--- src/rtl/logic_sweep_ctrl_if.sv ---
// Stimulus/check bus between the sweep controller and the board/DUT side.
// master: the sweep controller. slave: the environment (button, DUT, reference, LEDs).
interface logic_sweep_ctrl_if #(
  parameter int unsigned N_IN = 2
);
  logic            start;
  logic            y_dut;
  logic            y_ref;
  logic [N_IN-1:0] a_out;
  logic            busy;
  logic            done;
  logic            pass;
  logic [N_IN:0]   err_cnt;
  logic [N_IN-1:0] first_fail_vec;
  logic            first_fail_valid;

  modport master (
    input  start, y_dut, y_ref,
    output a_out, busy, done, pass, err_cnt, first_fail_vec, first_fail_valid
  );

  modport slave (
    output start, y_dut, y_ref,
    input  a_out, busy, done, pass, err_cnt, first_fail_vec, first_fail_valid
  );
endinterface

--- src/rtl/logic_sweep_ctrl.sv ---
// Exhaustive sweep controller: drives every N_IN-bit vector onto a DUT, holds it
// SETTLE cycles, then compares y_dut against y_ref and accumulates the results.
// Optional macro SWEEP_STOP_ON_FAIL_EN: end the sweep at the first mismatch.
module logic_sweep_ctrl #(
  parameter int unsigned N_IN   = 2,
  parameter int unsigned SETTLE = 2
) (
  input logic                  clk,
  input logic                  rst,
  logic_sweep_ctrl_if.master   bus
);

  // SETTLE of 0 is treated as a single-cycle hold.
  localparam int unsigned SettleEff  = (SETTLE == 0) ? 1 : SETTLE;
  localparam logic [7:0]  SettleLast = 8'(SettleEff - 1);
  localparam logic [N_IN:0] ErrMax   = {1'b1, {N_IN{1'b0}}};

  typedef enum logic [1:0] {StIdle, StSettle, StSample, StDone} state_e;

  state_e          state_q, state_d;
  logic [7:0]      cnt_q, cnt_d;
  logic [N_IN-1:0] a_out_q, a_out_d;
  logic            busy_q, busy_d;
  logic            done_q, done_d;
  logic            pass_q, pass_d;
  logic [N_IN:0]   err_q, err_d;
  logic [N_IN-1:0] ffv_q, ffv_d;
  logic            ffvalid_q, ffvalid_d;

  logic            mismatch;
  logic            stop;

  assign mismatch = bus.y_dut ^ bus.y_ref;

  // a_out_q doubles as the vector counter; it is never stepped past all-ones.
  always_comb begin
`ifdef SWEEP_STOP_ON_FAIL_EN
    stop = (a_out_q == '1) || mismatch;
`else
    stop = (a_out_q == '1);
`endif
  end

  // Next-state and registered-output logic.
  always_comb begin
    state_d   = state_q;
    cnt_d     = cnt_q;
    a_out_d   = a_out_q;
    busy_d    = busy_q;
    done_d    = 1'b0;
    pass_d    = pass_q;
    err_d     = err_q;
    ffv_d     = ffv_q;
    ffvalid_d = ffvalid_q;

    unique case (state_q)
      StIdle, StDone: begin
        a_out_d = '0;
        busy_d  = 1'b0;
        if (bus.start) begin
          state_d   = StSettle;
          cnt_d     = '0;
          busy_d    = 1'b1;
          pass_d    = 1'b0;
          err_d     = '0;
          ffv_d     = '0;
          ffvalid_d = 1'b0;
        end else begin
          state_d = StIdle;
        end
      end

      StSettle: begin
        cnt_d = cnt_q + 8'd1;
        if (cnt_q == SettleLast) begin
          state_d = StSample;
        end
      end

      StSample: begin
        if (mismatch) begin
          if (err_q != ErrMax) begin
            err_d = err_q + 1'b1;
          end
          if (!ffvalid_q) begin
            ffv_d     = a_out_q;
            ffvalid_d = 1'b1;
          end
        end
        if (stop) begin
          // a_out keeps the last sampled vector through the DONE cycle.
          state_d = StDone;
          busy_d  = 1'b0;
          done_d  = 1'b1;
          pass_d  = (err_d == '0);
        end else begin
          state_d = StSettle;
          a_out_d = a_out_q + 1'b1;
          cnt_d   = '0;
        end
      end

      default: state_d = StIdle;
    endcase
  end

  // State and output registers with synchronous reset.
  always_ff @(posedge clk) begin
    if (rst) begin
      state_q   <= StIdle;
      cnt_q     <= '0;
      a_out_q   <= '0;
      busy_q    <= 1'b0;
      done_q    <= 1'b0;
      pass_q    <= 1'b0;
      err_q     <= '0;
      ffv_q     <= '0;
      ffvalid_q <= 1'b0;
    end else begin
      state_q   <= state_d;
      cnt_q     <= cnt_d;
      a_out_q   <= a_out_d;
      busy_q    <= busy_d;
      done_q    <= done_d;
      pass_q    <= pass_d;
      err_q     <= err_d;
      ffv_q     <= ffv_d;
      ffvalid_q <= ffvalid_d;
    end
  end

  assign bus.a_out            = a_out_q;
  assign bus.busy             = busy_q;
  assign bus.done             = done_q;
  assign bus.pass             = pass_q;
  assign bus.err_cnt          = err_q;
  assign bus.first_fail_vec   = ffv_q;
  assign bus.first_fail_valid = ffvalid_q;

endmodule

--- src/flat_wrapper.sv ---
// flat-port wrapper written by rule: the top's interface ports become plain ports
module logic_sweep_ctrl_flat 
#(
  parameter int unsigned N_IN   = 2,
  parameter int unsigned SETTLE = 2
)
  (clk, rst, bus_start, bus_y_dut, bus_y_ref, bus_a_out, bus_busy, bus_done, bus_pass, bus_err_cnt, bus_first_fail_vec, bus_first_fail_valid);
  logic_sweep_ctrl_if #(.N_IN(N_IN)) bus_i ();
  input logic clk;
  input logic rst;
  input wire logic [$bits(bus_i.start)-1:0] bus_start;
  input wire logic [$bits(bus_i.y_dut)-1:0] bus_y_dut;
  input wire logic [$bits(bus_i.y_ref)-1:0] bus_y_ref;
  output wire logic [$bits(bus_i.a_out)-1:0] bus_a_out;
  output wire logic [$bits(bus_i.busy)-1:0] bus_busy;
  output wire logic [$bits(bus_i.done)-1:0] bus_done;
  output wire logic [$bits(bus_i.pass)-1:0] bus_pass;
  output wire logic [$bits(bus_i.err_cnt)-1:0] bus_err_cnt;
  output wire logic [$bits(bus_i.first_fail_vec)-1:0] bus_first_fail_vec;
  output wire logic [$bits(bus_i.first_fail_valid)-1:0] bus_first_fail_valid;
  assign bus_i.start = bus_start;
  assign bus_i.y_dut = bus_y_dut;
  assign bus_i.y_ref = bus_y_ref;
  assign bus_a_out = bus_i.a_out;
  assign bus_busy = bus_i.busy;
  assign bus_done = bus_i.done;
  assign bus_pass = bus_i.pass;
  assign bus_err_cnt = bus_i.err_cnt;
  assign bus_first_fail_vec = bus_i.first_fail_vec;
  assign bus_first_fail_valid = bus_i.first_fail_valid;
  logic_sweep_ctrl #(.N_IN(N_IN), .SETTLE(SETTLE)) u_core (.clk(clk), .rst(rst), .bus(bus_i));
endmodule
--- config.mk ---
export PLATFORM = sky130hd
export DESIGN_NAME = logic_sweep_ctrl_flat
export DESIGN_NICKNAME = d
export VERILOG_FILES = /design/src/rtl/logic_sweep_ctrl_if.sv /design/src/rtl/logic_sweep_ctrl.sv /design/src/flat_wrapper.sv
export SDC_FILE = /design/constraint.sdc
export NUM_CORES = 1
export LEC_CHECK = 0
export ABC_AREA = 1
export CORE_MARGIN = 1.5
export CORE_UTILIZATION = 50
export DETAILED_ROUTE_END_ITERATION = 12
export GPL_TIMING_DRIVEN = 0
export PLACE_DENSITY_LB_ADDON = 0.08
export SLEW_MARGIN = 20
export SYNTH_ARGS = -nofsm -noshare
export SYNTH_HDL_FRONTEND = slang
export SYNTH_SLANG_ARGS = --single-unit
--- constraint.sdc ---
create_clock -name clk -period 3.65 [get_ports clk]
set_clock_uncertainty 0.1 [all_clocks]
set_input_delay 0.365 -clock clk [delete_from_list [all_inputs] [get_ports clk]]
set_output_delay 0.365 -clock clk [all_outputs]
set_load 0.005 [all_outputs]
**After elaboration in Yosys (flattened, before gate mapping)**

Cells that the tools add are included.

- $mul: 0
- Magnitude comparators: 0
- Shift-type cells: 0
- Eq/ne operators: 12
- Reductions and logical operators: 12
- Add/subtract/negate cells: 3
- Div/mod/pow operators: 0
- Multiplexer cells: 27
- Bitwise logic cells: 2

Operators with widths:

| cell | count |
|---|---|
| $pmux 8 s3 | 1 |
| $mux 8 | 2 |
| $mux 2 | 6 |
| $mux 3 | 4 |
| $add 8x1->8 const B | 1 |
| $eq 8x1->1 const B | 1 |
| $pmux 2 s2 | 2 |
| $reduce_and 2->1 | 4 |
| $mux 1 | 7 |
| $eq 2x2->1 const B | 3 |
| $ne 2x1->1 const B | 3 |
| $ne 2x2->1 const B | 3 |
| $pmux 1 s2 | 3 |
| $pmux 2 s3 | 1 |
| $pmux 3 s2 | 1 |
| $reduce_and 3->1 | 2 |
| $reduce_and 4->1 | 1 |
| $reduce_or 2->1 | 2 |
| $add 3x1->3 const B | 1 |
| $logic_not 3->1 | 1 |
| $ne 3x3->1 const B | 1 |
| $add 2x1->2 const B | 1 |
| $eq 2x1->1 const B | 1 |
| $logic_not 2->1 | 1 |
| other kinds (3) | 3 |

- Word-level logic and storage cells: 65
- RAM bits: 0
- Bits in latches: 0
- Memories kept: 0
- Flip-flop bits (word level): 21
- Input port bits: 5
- Output and inout bits: 11
- ROM bits: 0

**Longest topological paths before layout**

Gate-level depths: netlist of the first run.

- Depth after elaboration: 7
- Mapped depth: 12
- Gate-level depth less buffers: 11

**Worst setup path after synthesis of the first run**

No wires, ideal clock.

- Kind: register to register
- From: reg u_core.state_q[0]
- To: reg u_core.ffv_q[0], in the netlist u_core.bus.first_fail_vec[0]
- Data required time: 3.437 ns
- Library setup time: 0.113 ns
- Data arrival time: 1.369 ns
- Slack: 2.068 ns
- Path buffers: 0
- Period minus slack after synthesis: 1.582 ns
- Stages on the path, launching flop included: 11
- Cell sequence: dfxtp_1 -> inv_1 -> ha_1 -> inv_1 -> nor2_4 -> a21oi_2 -> inv_1 -> nor2_2 -> nand2_1 -> nand2_1 -> nor2_1

- Longest elaborated chain between the ends: 4
- Elaborated cells between the ends (all ways): 10
- Classes of those cells: 5 x eq/ne; 1 x mux; 4 x reduce/logical

RTL lines:

| element | RTL line | RTL |
|---|---|---|
| start, declared | logic_sweep_ctrl.sv:20 | `state_e state_q, state_d;` |
| start signal, assigned | logic_sweep_ctrl.sv:110 | `state_q <= StIdle;` |
| start signal, assigned | logic_sweep_ctrl.sv:120 | `state_q <= state_d;` |
| $eq 2x2->1 / $logic_not 2->1 (equally long branches) | logic_sweep_ctrl.sv:56 | `unique case (state_q)` |
| $reduce_or 2->1 | logic_sweep_ctrl.sv:56 |  |
| $ne 2x2->1 (no line) / $reduce_bool 2->1 (equally long branches) | n/a |  |
| $reduce_and 4->1 (no line) | n/a |  |
| end signal, assigned | logic_sweep_ctrl.sv:127 | `ffv_q <= ffv_d;` |
| end, declared | logic_sweep_ctrl.sv:27 | `logic [N_IN-1:0] ffv_q, ffv_d;` |

Several ways; a longest one is shown, not always the timed one.
A chain may end at the register's enable or synchronous reset.

**Worst setup path in the final report of the first run**

- From: reg u_core.state_q[0]
- To: reg u_core.ffv_q[1], in the netlist u_core.bus.first_fail_vec[1]

Same word-level chain as after synthesis.

==> results of run 1 <==
==> final cells by class <==
type | count | area [um^2]
fill | 232 | 833
multi-input combinational | 122 | 646
sequential | 21 | 420
timing repair buffer | 15 | 150
inverter | 29 | 110
tap | 28 | 35.0
clock buffer | 3 | 22.5
buffer | 2 | 11.3
clock inverter | 1 | 5.00
==> final timing paths <==
check / start / endpoint / slack, ns / depth (start not counted)
min reg2reg: u_core.bus.busy$_SDFFE_PP0P_ / u_core.bus.busy$_SDFFE_PP0P_ / 0.37 / 2
max reg2reg: u_core.state_q[0]$_SDFFE_PP0P_ / u_core.bus.first_fail_vec[1]$_SDFFE_PP0P_ / 1.86 / 10
min: u_core.bus.busy$_SDFFE_PP0P_ / u_core.bus.busy$_SDFFE_PP0P_ / 0.37 / 2
max: u_core.state_q[0]$_SDFFE_PP0P_ / u_core.bus.first_fail_vec[1]$_SDFFE_PP0P_ / 1.86 / 10
==> state kept, by name, indices dropped and copies added, names as in the netlist <==
signal                       cells
u_core.bus.first_fail_vec        2
u_core.bus.err_cnt               3
u_core.bus.busy                  1
u_core.cnt_q                     8
u_core.bus.pass                  1
u_core.bus.done                  1
u_core.bus.a_out                 2
u_core.bus.first_fail_valid      1
u_core.state_q                   2
==> critical path: stages, from the launching register on <==
cell	delay, ns
dfxtp_1	0.38
inv_1	0.06
ha_1	0.35
inv_1	0.17
nor2_4	0.06
a21oi_2	0.13
inv_1	0.11
nor2_2	0.19
nand2_1	0.07
nand2_1	0.06
nor2_1	0.04
==> kinds of logic after synthesis <==
group	after synthesis
buffers and inverters	31
adders and majority gates	7
AOI/OAI and AO/OA	23
and+or+nand+nor	92
DFF	21
==> through the flow <==
| stage | util | setup slack, ns | instance area, um^2 | power [mW] |
|---|---|---|---|---|
| 2_1_floorplan | - | 2.07 | 1190 | 0.529 |
| 3_3_place_gp | 0.615 | 1.84 | 1370 | 0.615 |
| 3_5_place_dp | 0.615 | 1.81 | 1370 | 0.623 |
| 4_1_cts | 0.627 | 1.84 | 1400 | 0.739 |
| 5_1_grt | 0.627 | 1.67 | 1400 | 0.805 |
| 6_report | 0.627 | 1.86 | 1400 | 0.734 |
==> synthesized netlist by cell type, drive strengths merged <==
cell / n
or2: 1
nand2: 46
inv: 28
clkbuf: 1
clkinv: 1
nand4: 1
dfxtp: 21
o21ai: 9
nand3: 14
ha: 7
buf: 1
a21oi: 13
nor3: 5
a211oi: 1
nor2: 25
==> per-layer routing <==
metal,global-route usage,share of wire,vias up
li1,-,-,584
met1,0.282,0.49,478
met2,0.338,0.46,15
met3,0.0345,0.034,4
met4,0.0658,0.012,0
met5,0,0,-
==> power by group <==
| group | leakage, nW | internal, mW | total, mW | switching, mW |
|---|---|---|---|---|
| sequential | 0.170 | 0.264 | 0.290 | 0.0254 |
| combinational | 0.431 | 0.130 | 0.328 | 0.198 |
| clock | 0.0177 | 0.0409 | 0.116 | 0.0748 |
| total | 0.619 | 0.435 | 0.734 | 0.298 |
==> out/qor.txt, run 1 <==
Status - finished, final reports clean
Final hold slack - 0.372 ns
Placer Congestion - 0.786
Synthesized area per cell - 6.82 um^2
Peak Freq - 557 MHz
Drt wl/cell - 10.6 um
PortBufs - 15
Post-synth top area cell - dfxtp_1
DP HPWL - 1.84 mm
Rel. slew slack - 0.713
Inserted Diodes - 0
Postcts setup bufs - 0
Total CTS buffers - 3
Die Width - 51.7 um
Cell Rows - 17
RSZ-0062 raised after global routing - false
Post-synthesis xor/xnor area fraction - 0
Leakage - 0.619 nW
Initial antenna violation count - 0
Pre-Repair DR Iteration Count - 4
Worst vdd ir - 0.000427 V
Post-synthesis mux area share - 0
Post-synthesis register bit count - 21
Post-route insts no fill - 221
First-pass GRT wire length - 4.17 mm
WL final - 2.35 mm
Min-Delay Path Class - reg -> reg
Largest net degree at the start of global routing - 13
Die Y-Extent - 51.7 um
Io pins - 16
Ys Warns - 0
CP Data Required Time - 3.77 ns
Die ar. - 2680 um^2
Syn Nets - 186
WP data arrival - 1.91 ns
Combinational family with the most area after synthesis - simple AND/OR/NAND/NOR gates
DR iter-0 viols - 18
Synth Area in Simple Gates - 0.365
Number of global-route vias before repair - 987
Post-synthesis instance area - 1190 um^2
Setup TNS - 0 ns
Synth area leaders - dfxtp_1 35%, nand2_1 13%, inv_1 8.2%
Startpoint types - register
Worst-Skew Late Latency - 0.31 ns
Synth-to-Final Area Change - 17.9%
Via count - 1,081
Synth top area share - 0.354
Net count, final - 206
CP Capture Type - register
Clk buf depth - 2
WS Path Type - reg -> reg
Cell Pwr Density - 524 nW/um^2
Clock Root Buffer - clkbuf_4
CTS clk-pin slew, worst paths - 0.12 ns
Tcrit/Tclk final - 0.492
MaxCap Viol Count - 0
DRC viols - 0
CP Max Fanout - 4
Post-synthesis adder-cell area fraction - 0.0738
Placed Cells - 217
Compound-cell area share of the yosys netlist - 0.105
Final min period - 1.79 ns
Seq/Total Area, Yosys - 0.354
Commonest cells after routing, fill and taps aside - 42 x nand2_1, 26 x inv_1, 21 x dfxtp_1
Worst-Margin Slew - 0.431 ns
PostCTS Resize Cnt - 0
CTS tree - built
Commonest non-fill, non-tap cell in the layout - nand2_1
DR vias/cell - 4.89
Num Clock Sinks - 21
Max Slew Vio Count - 0
Share of cells above drive strength 1 - 0.119
Core Region - 2230 um^2
Gr ovfl total - 0
Hold Violations, Final - 0
Hold-fix buffers, CTS - 0
Synth unique cells - 26
Count of final setup violators - 0
ANT nets after route - 0
Total track usage - 0.208
Syn Inst Count - 174
H-Tree Depth - 1
Initial Util - 0.532
(Power assumes the default switching activity.)
==> run 2: changes to the inputs <==
clock period = 1.7 ns   (was 3.65 ns; I/O delays follow)
==> out/qor.txt, run 2 (synthesis results as in run 1) <==
Status - finished, final reports clean
Worst path slowest cell - dfxtp_2
Buf/Inv on CP - 1 (-2)
CP cell instances - inv_1 > ha_4 > nand2_4 > nand2_8 > nor3_4 > nand3_2 > nand2_1 > nand2_1 > nor2_1
Pre-Repair DR Iteration Count - 4 (unchanged)
Fillers - 220 (-5.2%)
Post-route insts no fill - 223 (+0.90%)
WP data arrival - 1.74 ns (-0.17 ns)
Placed Cells - 217 (unchanged)
Startpoint types - register
First-pass GRT wire length - 4.20 mm (+0.67%)
Peak Freq - 631 MHz (+13%)
Share of cells above drive strength 1 - 0.149 (+0.0295)
WL final - 2.42 mm (+3.1%)
Inserted Diodes - 0 (unchanged)
Rel. slew slack - 0.706 (-0.00688)
Synth-to-Final Area Change - 22.6%
Count of final setup violators - 0 (unchanged)
Hold Violations, Final - 0 (unchanged)
Number of global-route vias before repair - 993 (+0.61%)
Initial antenna violation count - 0 (unchanged)
CP Data Required Time - 1.85 ns (-1.92 ns)
CP Max Fanout - 6 (+2)
R2R Setup Slk - 0.12 ns (-1.74 ns)
Post-Route Utilization - 0.652 (+0.0247)
Initial Util - 0.532 (unchanged)
Total CTS buffers - 3 (unchanged)
PortBufs - 15 (unchanged)
Final min period - 1.58 ns (-0.210 ns)
Depth of the worst register-to-register path - 9 (-1)
Via count - 1,096 (+1.4%)
Reg2reg start - u_core.state_q[0]$_SDFFE_PP0P_
CP dominant cell by count - nand2_1
CTS tree - built
DR iter-0 viols - 15 (-3)
Cell Pwr Density - 1160 nW/um^2 (+120%)
Hold endpoint - u_core.bus.busy$_SDFFE_PP0P_
Io pins - 16 (unchanged)
DRC viols - 0 (unchanged)
Max Slew Vio Count - 0 (unchanged)
MaxCap Viol Count - 0 (unchanged)
Tcrit/Tclk final - 0.932 (+0.440)
Multi-input logic area - 684 um^2 (+6.0%)
Worst vdd ir - 0.000912 V (+110%)
Die Width - 51.7 um (unchanged)
Min-delay src - u_core.bus.busy$_SDFFE_PP0P_
RR Endpoint - u_core.cnt_q[7]$_SDFFE_PP0P_
Hold Crit Depth - 2 (unchanged)
Largest net degree at the start of global routing - 13 (unchanged)
Placer Congestion - 0.786 (unchanged)
Gr ovfl total - 0 (unchanged)
Worst-Skew Late Latency - 0.31 ns (about the same)
Cell area after layout - 1460 um^2 (+3.9%)
DP HPWL - 1.84 mm (unchanged)
Clock Root Buffer - clkbuf_4
Critical path's top delay family - simple AND/OR/NAND/NOR gates
Net count, final - 208 (+0.97%)
Hold-fix buffers, CTS - 0 (unchanged)
Total track usage - 0.209 (+0.00122)
DR vias/cell - 4.91 (+0.48%)
WS Path Type - reg -> reg
Drt wl/cell - 10.8 um (+2.1%)
Post-DP Area - 1370 um^2 (unchanged)
Clk buf depth - 2 (unchanged)
Total power - 1.69 mW (+130%)
Setup TNS - 0 ns (unchanged)
CP max stage delay - 0.36 ns (-0.02 ns)
Min-Delay Path Class - reg -> reg
Die ar. - 2680 um^2 (unchanged)
Commonest non-fill, non-tap cell in the layout - nand2_1
H-Tree Depth - 1 (unchanged)
Cell Rows - 17 (unchanged)
CTS clk-pin slew, worst paths - 0.12 ns (about the same)
Die Y-Extent - 51.7 um (unchanged)
Num Clock Sinks - 21 (unchanged)
Leakage - 0.628 nW (+1.5%)
Biggest register - u_core.cnt_q
CP Capture Type - register
ANT nets after route - 0 (unchanged)
Commonest cells after routing, fill and taps aside - 42 x nand2_1, 24 x inv_1, 20 x nor2_1, 20 x dfxtp_1, 15 x clkdlybuf4s50_1
Core Region - 2230 um^2 (unchanged)
Max FFs per register - 8 (unchanged)
Total area of sequential cells - 422 um^2 (+0.30%)
Worst-Margin Slew - 0.441 ns (+0.0103 ns)
[run 2: cell types whose count changed in the layout (fill, tap and decap cells not counted), sizes merged]
cell / change
buf: +2
[run 2: layout make-up]
| cell class | count | area share |
|---|---|---|
| Buffer | 1 | 0.00258 |
| Clock buffer | 3 | 0.0155 |
| Clock inverter | 1 | 0.00344 |
| Inverter | 29 | 0.0757 |
| Multi-Input combinational cell | 122 | 0.470 |
| Sequential cell | 21 | 0.290 |
| Tap cell | 28 | 0.0241 |
| Timing Repair Buffer | 18 | 0.119 |
[run 2: report_power, final]
| group | leakage (nW) | switching [mW] | internal [mW] |
|---|---|---|---|
| sequential | 0.171 | 0.0574 | 0.570 |
| clock | 0.0177 | 0.159 | 0.0879 |
| combinational | 0.440 | 0.473 | 0.342 |
| total | 0.628 | 0.689 | 0.999 |
[run 2: worst register-to-register path: cells and delay by family, from the launching register on]
family / cells / cell delay (ns)
buffers and inverters: 1 / 0.06
flip-flops: 1 / 0.36
AND/OR/NAND/NOR: 7 / 0.74
adder cells (fa/ha/maj): 1 / 0.26
[run 2: stage by stage]
stage          setup WS [ns]  hold WS, ns
2_1_floorplan          0.118        0.235
3_3_place_gp         -0.0450        0.349
3_5_place_dp         -0.0713        0.359
4_1_cts              0.00500        0.376
5_1_grt             -0.00494        0.396
6_report               0.115        0.374
[run 2: layer usage]
| metal | track usage | share of wire |
|---|---|---|
| met3 | 0.0345 | 0.029 |
| met1 | 0.286 | 0.47 |
| met4 | 0.0658 | 0.023 |
| met2 | 0.338 | 0.48 |
| met5 | 0 | 0 |
[run 2: worst max path at each step]
stage	from	end	cells after the start
final	u_core.state_q[0]$_SDFFE_PP0P_	u_core.cnt_q[7]$_SDFFE_PP0P_	9
after global routing	u_core.state_q[0]$_SDFFE_PP0P_	u_core.cnt_q[7]$_SDFFE_PP0P_	9
after floorplan	u_core.state_q[0]$_SDFFE_PP0P_	u_core.bus.first_fail_vec[0]$_SDFFE_PP0P_	10
after detailed placement	u_core.state_q[0]$_SDFFE_PP0P_	u_core.bus.first_fail_vec[1]$_SDFFE_PP0P_	10
after global placement	u_core.state_q[0]$_SDFFE_PP0P_	u_core.bus.first_fail_vec[1]$_SDFFE_PP0P_	10
after CTS	u_core.state_q[0]$_SDFFE_PP0P_	u_core.bus.first_fail_vec[1]$_SDFFE_PP0P_	10
[run 2: what timing repair did]
item / in CTS / in global routing
endpoints found under the hold margin: 0 / 0
buffers inserted: 0 / 3
endpoints found under the setup margin: 3 / 9
pin swaps: 0 / 4
resized for setup: 3 / 6
==> run 3: changes to the inputs <==
PLACE_DENSITY = 0.84   (was not set)
PLACE_DENSITY_LB_ADDON = not set   (was 0.08)
==> out/qor.txt, run 3 (synthesis results as in run 1) <==
Status - finished, final reports clean
Initial antenna violation count - 0 (unchanged)
Count of final setup violators - 0 (unchanged)
CP cell instances - inv_1 > ha_4 > buf_4 > nand2_4 > nand2_4 > clkinv_2 > nand2_2 > nor3_4 > nand2_1 > nand2_1 > nor2_2
WL final - 2.44 mm (+0.99%)
Total area of sequential cells - 422 um^2 (unchanged)
Final min period - 1.59 ns (+0.00940 ns)
CP max stage delay - 0.36 ns (about the same)
Setup TNS - 0 ns (unchanged)
Die Y-Extent - 51.7 um (unchanged)
PortBufs - 15 (unchanged)
WP data arrival - 1.72 ns (-0.02 ns)
Commonest cells after routing, fill and taps aside - 42 x nand2_1, 25 x inv_1, 20 x nor2_1, 20 x dfxtp_1, 15 x clkdlybuf4s50_1
Initial Util - 0.532 (unchanged)
Share of cells above drive strength 1 - 0.135 (-0.0140)
WS Path Type - reg -> reg
Leakage - 0.636 nW (+1.2%)
Inserted Diodes - 0 (unchanged)
Total power - 1.64 mW (-2.9%)
Worst-Skew Late Latency - 0.31 ns (about the same)
Setup WS post-layout - 0.106 ns (-0.00940 ns)
Buf/Inv on CP - 3 (+2)
Post-DP Area - 1370 um^2 (unchanged)
Commonest non-fill, non-tap cell in the layout - nand2_1
DR iter-0 viols - 23 (+8)
Worst-Margin Slew - 0.458 ns (+0.0166 ns)
Net count, final - 206 (-0.96%)
Fillers - 204 (-7.3%)
Gr ovfl total - 0 (unchanged)
ANT nets after route - 0 (unchanged)
Drt wl/cell - 11.1 um (+1.9%)
Number of global-route vias before repair - 1,050 (+5.7%)
Clock Root Buffer - clkbuf_4
MaxCap Viol Count - 0 (unchanged)
DR vias/cell - 5.01 (+1.9%)
Rel. slew slack - 0.695 (-0.0110)
Cell Pwr Density - 1150 nW/um^2 (-0.88%)
DRC viols - 0 (unchanged)
Final hold slack - 0.370 ns (-0.00492 ns)
Hold Violations, Final - 0 (unchanged)
Total CTS buffers - 3 (unchanged)
Via count - 1,107 (+1.0%)
Die Width - 51.7 um (unchanged)
Placed Cells - 217 (unchanged)
Placer Congestion - 0.843 (+7.3%)
Max FFs per register - 8 (unchanged)
Num Clock Sinks - 21 (unchanged)
CP Data Required Time - 1.83 ns (-0.02 ns)
RSZ-0062 raised after global routing - true
CP Max Fanout - 8 (+2)
Critical path's top delay family - simple AND/OR/NAND/NOR gates
Worst vdd ir - 0.000801 V (-12%)
Worst path slowest cell - dfxtp_2
Setup WS pre-CTS - -0.0718 ns (-0.000505 ns)
CP Capture Type - register
Core Region - 2230 um^2 (unchanged)
CTS clk-pin slew, worst paths - 0.13 ns (about the same)
Postcts setup bufs - 0 (unchanged)
Multi-input logic area - 669 um^2 (-2.2%)
Max Slew Vio Count - 0 (unchanged)
First-pass GRT wire length - 4.26 mm (+1.5%)
Startpoint types - register
H-Tree Depth - 1 (unchanged)
Post-route insts no fill - 221 (-0.90%)
CTS tree - built
Clk buf depth - 2 (unchanged)
Pre-Repair DR Iteration Count - 4 (unchanged)
Die ar. - 2680 um^2 (unchanged)
Cell Rows - 17 (unchanged)
Peak Freq - 627 MHz (-0.59%)
DP HPWL - 1.84 mm (+0.29%)
Total track usage - 0.209 (about the same)
Largest net degree at the start of global routing - 13 (unchanged)
Biggest register - u_core.cnt_q
Tcrit/Tclk final - 0.938 (+0.00553)
Min-Delay Path Class - reg -> reg
Cell area after layout - 1430 um^2 (-2.1%)
Io pins - 16 (unchanged)
Synth-to-Final Area Change - 20.0%
Post-Route Utilization - 0.638 (-0.0134)
==> run 3: changes by cell type in the layout (fill, tap and decap cells not counted), sizes merged <==
cell	previous run	this run
buf	3	1
==> run 3: worst min-delay path, cell delays in order, from the launching register on <==
cell     delay [ns]
dfxtp_1        0.33
nand2_1        0.06
a21oi_1        0.05
==> run 3: layout make-up <==
| cell class | count | share of cell area |
|---|---|---|
| plain buffers | 2 | 0.00790 |
| clock buffers | 3 | 0.0158 |
| clock inverters | 1 | 0.00351 |
| inverters | 29 | 0.0773 |
| multi-input cells | 122 | 0.470 |
| flip-flops and latches | 21 | 0.296 |
| well taps | 28 | 0.0246 |
| repair buffers | 15 | 0.105 |
==> run 3: worst paths after layout <==
check / startpoint / to / slack (ns) / cells after the start
min reg2reg: u_core.bus.busy$_SDFFE_PP0P_ / u_core.bus.busy$_SDFFE_PP0P_ / 0.37 / 2
max: u_core.state_q[0]$_SDFFE_PP0P_ / u_core.cnt_q[6]$_SDFFE_PP0P_ / 0.11 / 11
min: u_core.bus.busy$_SDFFE_PP0P_ / u_core.bus.busy$_SDFFE_PP0P_ / 0.37 / 2
max reg2reg: u_core.state_q[0]$_SDFFE_PP0P_ / u_core.cnt_q[6]$_SDFFE_PP0P_ / 0.11 / 11
==> run 3: what timing repair did <==
item                                    in CTS  in global routing
gates resized for setup                      3                  2
endpoints found under the setup margin       3                  8
hold buffers                                 0                  0
==> run 3: where the power goes <==
group	leakage (nW)	total (mW)	internal, mW	switching [mW]
Sequential	0.171	0.636	0.570	0.0665
Combinational	0.447	0.758	0.312	0.446
Clock	0.0177	0.244	0.0879	0.157
Total	0.636	1.64	0.970	0.669
==> run 3: metal layers <==
metal | share of wire | global-route usage
met5 | 0 | 0
met4 | 0.0033 | 0.0351
met2 | 0.50 | 0.389
met3 | 0.034 | 0.0575
met1 | 0.46 | 0.240
